--- config.mk ---
export PLATFORM = sky130hd
export DESIGN_NAME = keyed_lut_reg
export DESIGN_NICKNAME = d
export VERILOG_FILES = /design/src/rtl/keyed_lut_reg.sv
export SDC_FILE = /design/constraint.sdc
export NUM_CORES = 1
export LEC_CHECK = 0
export BUFFER_PORTS_ARGS = -buffer_cell sky130_fd_sc_hd__buf_2
export CORE_UTILIZATION = 50
export DETAILED_ROUTE_END_ITERATION = 10
export GPL_ROUTABILITY_DRIVEN = 1
export PLACE_DENSITY = 0.69
export SETUP_SLACK_MARGIN = 0.15
export SLEW_MARGIN = 20
export SYNTH_ARGS = -nofsm -noshare
export SYNTH_HDL_FRONTEND = slang
export SYNTH_SLANG_ARGS = --single-unit
--- constraint.sdc ---
create_clock -name clk -period 5.2 [get_ports clk]
set_input_delay 0.78 -clock clk [delete_from_list [all_inputs] [get_ports clk]]
set_output_delay 0.78 -clock clk [all_outputs]
set_load 0.01 [all_outputs]
--- src/rtl/keyed_lut_reg.sv ---
// keyed_lut_reg: runtime-programmable key/value lookup table with a
// registered lookup response, hit/index/multi-hit flags and saturating
// hit/miss statistics.
//
// Handshake: a request is accepted on a cycle where req_valid && req_ready.
// req_ready = !resp_valid || resp_ready depends only on the response register
// and resp_ready, never on req_valid. The result appears in the response
// register one edge after the accept. resp_valid stays high, and every resp_*
// output holds, until a cycle with resp_ready=1. If no new accept happens in
// that cycle, resp_valid then falls.
module keyed_lut_reg #(
    parameter int NR_KEY      = 4,
    parameter int KEY_LEN     = 2,
    parameter int DATA_LEN    = 2,
    parameter int HAS_DEFAULT = 1,
    parameter int CNT_W       = 8,
    localparam int IDX_W      = $clog2(NR_KEY)
) (
    input  logic                clk,
    input  logic                rst,
    input  logic                clr,
    input  logic                wr_en,
    input  logic [IDX_W-1:0]    wr_idx,
    input  logic [KEY_LEN-1:0]  wr_key,
    input  logic [DATA_LEN-1:0] wr_data,
    input  logic [DATA_LEN-1:0] default_out,
    input  logic                req_valid,
    input  logic [KEY_LEN-1:0]  req_key,
    output logic                req_ready,
    output logic                resp_valid,
    input  logic                resp_ready,
    output logic [DATA_LEN-1:0] resp_data,
    output logic                resp_hit,
    output logic [IDX_W-1:0]    resp_idx,
    output logic                resp_multi,
    output logic [CNT_W-1:0]    stat_hits,
    output logic [CNT_W-1:0]    stat_misses
);

    logic                tbl_vld  [NR_KEY];
    logic [KEY_LEN-1:0]  tbl_key  [NR_KEY];
    logic [DATA_LEN-1:0] tbl_data [NR_KEY];

    logic                lk_hit;
    logic                lk_multi;
    logic [IDX_W-1:0]    lk_idx;
    logic [DATA_LEN-1:0] lk_data;
    logic                accept;

    assign req_ready = !resp_valid || resp_ready;
    assign accept    = req_valid && req_ready;

    // Table storage. clr beats a same-cycle write. An index with no matching
    // entry (only possible when NR_KEY is not a power of 2) writes nothing.
    always_ff @(posedge clk) begin
        if (rst) begin
            for (int i = 0; i < NR_KEY; i++) begin
                tbl_vld[i]  <= 1'b0;
                tbl_key[i]  <= '0;
                tbl_data[i] <= '0;
            end
        end else if (clr) begin
            for (int i = 0; i < NR_KEY; i++) begin
                tbl_vld[i] <= 1'b0;
            end
        end else if (wr_en) begin
            for (int i = 0; i < NR_KEY; i++) begin
                if (wr_idx == IDX_W'(i)) begin
                    tbl_vld[i]  <= 1'b1;
                    tbl_key[i]  <= wr_key;
                    tbl_data[i] <= wr_data;
                end
            end
        end
    end

    // Parallel compare. The lowest matching index wins. Any later match only
    // raises the multi-hit flag, so data from two entries is never combined.
    always_comb begin
        lk_hit   = 1'b0;
        lk_multi = 1'b0;
        lk_idx   = '0;
        lk_data  = (HAS_DEFAULT != 0) ? default_out : '0;
        for (int i = 0; i < NR_KEY; i++) begin
            if (tbl_vld[i] && (tbl_key[i] == req_key)) begin
                if (lk_hit) begin
                    lk_multi = 1'b1;
                end else begin
                    lk_hit  = 1'b1;
                    lk_idx  = IDX_W'(i);
                    lk_data = tbl_data[i];
                end
            end
        end
    end

    // Response register. It loads on accept and drains when taken without a
    // refill. Because the lookup uses the pre-edge table, a same-cycle write
    // or clr is not visible to it.
    always_ff @(posedge clk) begin
        if (rst) begin
            resp_valid <= 1'b0;
            resp_data  <= '0;
            resp_hit   <= 1'b0;
            resp_idx   <= '0;
            resp_multi <= 1'b0;
        end else if (accept) begin
            resp_valid <= 1'b1;
            resp_data  <= lk_data;
            resp_hit   <= lk_hit;
            resp_idx   <= lk_idx;
            resp_multi <= lk_multi;
        end else if (resp_ready) begin
            resp_valid <= 1'b0;
        end
    end

    // Saturating statistics. Only accepted lookups count, and only rst
    // clears the counters.
    always_ff @(posedge clk) begin
        if (rst) begin
            stat_hits   <= '0;
            stat_misses <= '0;
        end else if (accept) begin
            if (lk_hit) begin
                if (stat_hits != {CNT_W{1'b1}}) stat_hits <= stat_hits + 1'b1;
            end else begin
                if (stat_misses != {CNT_W{1'b1}}) stat_misses <= stat_misses + 1'b1;
            end
        end
    end

endmodule

==> flow_metrics.tcl <==
set metrics [dict create \
    status "finished, final reports clean" \
    cts_tree "built" \
    die-area_mm2 0.00457 \
    initialDrtViolationCount 117 \
    layout_setup_ws_ps 2790 \
    dr.pass1.iters 4 \
    grt_usage 0.211 \
    gp_congestion 0.806 \
    fp.coreArea_mm2 0.00406 \
    synth_most_common_cell "dfxtp_1" \
    clock_path_buffers 2 \
    fin_nets 271 \
    post-route-util 0.596 \
    synth.area.top_cells "dfxtp_1, edfxtp_1, and2_1" \
    num_rows 23 \
    yosysUniqueCellTypes 45 \
    seq_area_frac_synth 0.480 \
    skew_ps 5.31 \
    dieHeight_um 67.6 \
    syn2layout_area_growth_pct 12.5 \
    whs_path_depth 2 \
    dpl-instance-area_mm2 0.00233 \
    die_x_um 67.6 \
    synth_edf_count 17 \
    synthCells 220 \
    dp_hpwl_mm 3.13 \
    grt_max_degree 28 \
    critPathKind "primary input to flop" \
    antenna_found_initial 0 \
    drc 0 \
    rr_worst_depth 5 \
    path_max_fanout 15 \
    clk_latency_ps 300 \
    ir_worst_vdd_v 0.000219 \
    crit_chain "buf_2 > xnor2_1 > nand3_1 > nand4_1 > nor4_1 > mux2_1" \
    cts_setup_buffers 0 \
    synth_top_area_cell "dfxtp_1" \
    async_reset_ff_frac 0 \
    slew_headroom 0.475 \
    via_per_inst 5.76 \
    synth_common_cells "dfxtp_1, and2_1, a21oi_1" \
    critPathArrivalTime_ps 2590 \
    worstMarginPinSlew_ps 783 \
    antenna_cells 0 \
    ys.flop_type "dfxtp_1" \
    powerDensity_mw_per_mm2 267 \
    max_cap_violations 0 \
    syn_area_mm2 0.00215 \
    rsz0062_at_grt "false" \
    cpMaxStageDelayCell "nand4_1" \
    holdCritPathClass "flop to flop" \
    routedWlPerCell_um 14.6 \
    clock_sinks 43 \
    hold_buffers 0 \
    drive_above_1_share 0.213 \
    pre_cts_slack_ps 2470 \
    clkTransAtPathRegs_ps 80 \
    finalCritPeriodShare 0.463 \
    io_buffers 39 \
    routed_wl_mm 4.45 \
    grt_pass1_wl_mm 6.93 \
    synth_nets 238 \
    h-tree-depth 2 \
    final_max_slew_viol_count 0 \
    fillers 368 \
    max_stage_delay_ps 510 \
    num_io_pins 40 \
    synth_area_per_cell_um2 9.77 \
    postCtsResizedCells 0 \
    initial_core_util 0.530 \
    synth-seq-cells 43 \
    required_ps 5390 \
    grt_overflow 0 \
    endpoint_kind "flop" \
    via_count 1752 \
    total_leakage_power_uw 0.000976 \
    numCtsBuffers 5 \
    finalSetupViolCount 0 \
    placed_cells 296 \
    layoutNonFillerInstCount 304 \
    fin_tns_setup_ps 0 \
    yosys_warnings 0 \
    final_antenna_net_count 0 \
    grt_pass1_vias 1454 \
    hold_violations 0 \
    cts_root_buffer "clkbuf_8" \
    yosysTopAreaCellShare 0.242 \
    postLayoutCellArea_mm2 0.00242 \
    worst_setup_path_start_kind "primary input" \
    min_period_ps 2410 \
    fmax_mhz 415 \
    rrSetupSlack_ps 3030 \
]
==> state kept, by name, summed over array words and instances (netlist names) <==
signal and cells:
tbl_key 8, tbl_vld 4, resp_hit 1, resp_data 2, tbl_data 8, resp_multi 1
resp_valid 1, stat_hits 8, resp_idx 2, stat_misses 8
==> where the power goes <==
group	switching, µW	internal, µW
Clock	113	93.8
Combinational	41.0	24.7
Sequential	8.99	364
Total	163	482
==> cell families (layout without fill, tap and decap cells) <==
family | count (synthesis) | count (layout) | share of synthesized area
buffers and inverters | 20 | 54 | 0.0466
DFF | 43 | 43 | 0.480
AOI/OAI and AO/OA | 58 | 58 | 0.172
xor gates and xnor gates | 8 | 8 | 0.0466
and+or+nand+nor | 87 | 87 | 0.234
muxes | 1 | 1 | 0.00524
adders and majority gates | 3 | 3 | 0.0163
==> per-stage QoR <==
stage / power (µW) / hold slack [ps]
after CTS: 647 / 480
after detailed placement: 446 / 467
final: 645 / 476
after global routing: 671 / 493
after floorplan: 426 / 426
after global placement: 445 / 460
==> critical path: cells and delay by family <==
family        cells  cell delay (ps)
simple gates      3             1170
mux               1              350
xor+xnor          1              130
buf+inv           1              150
==> placed cells by master, fill, tap and decap left out, types with 3 or more instances in the layout <==
master and instances:
and2_1 19, o21ai_1 3, edfxtp_1 17, clkbuf_8 5, or4_1 9, nand4_1 3, nor3_1 4, buf_2 39
xnor2_2 4, o21ai_0 11, a211oi_1 4, xnor2_1 4, inv_1 7, nand3_1 10, dfxtp_1 26, nor2_1 10
o31ai_1 10, a21oi_1 18, nand2_1 14
==> cell type report <==
type	instances	area, µm²	area share
sequential	43	1030	0.426
multi-input combinational	157	1020	0.421
timing repair buffer	39	195	0.0807
clock buffer	6	72.6	0.0300
tap	50	62.6	0.0259
inverter	7	26.3	0.0109
clock inverter	2	12.5	0.00517
==> per-layer routing <==
layer,vias up,global-route usage,wire [µm]
li1,879,-,-
met1,810,0.313,2250
met3,6,0.0574,277
met2,57,0.290,1860
met5,-,0,0
met4,0,0.0718,59
==> worst paths after layout <==
check / start / to
worst max-delay path: req_key[1] / stat_misses[5]$_SDFFE_PP0P_
worst min-delay path: stat_hits[5]$_SDFFE_PP0P_ / stat_hits[5]$_SDFFE_PP0P_
worst max register to register: tbl_key[0][1]$_SDFFCE_PN0P_ / stat_misses[5]$_SDFFE_PP0P_
worst min register to register: stat_hits[5]$_SDFFE_PP0P_ / stat_hits[5]$_SDFFE_PP0P_
No activity file was read; power rests on OpenSTA's default activity.
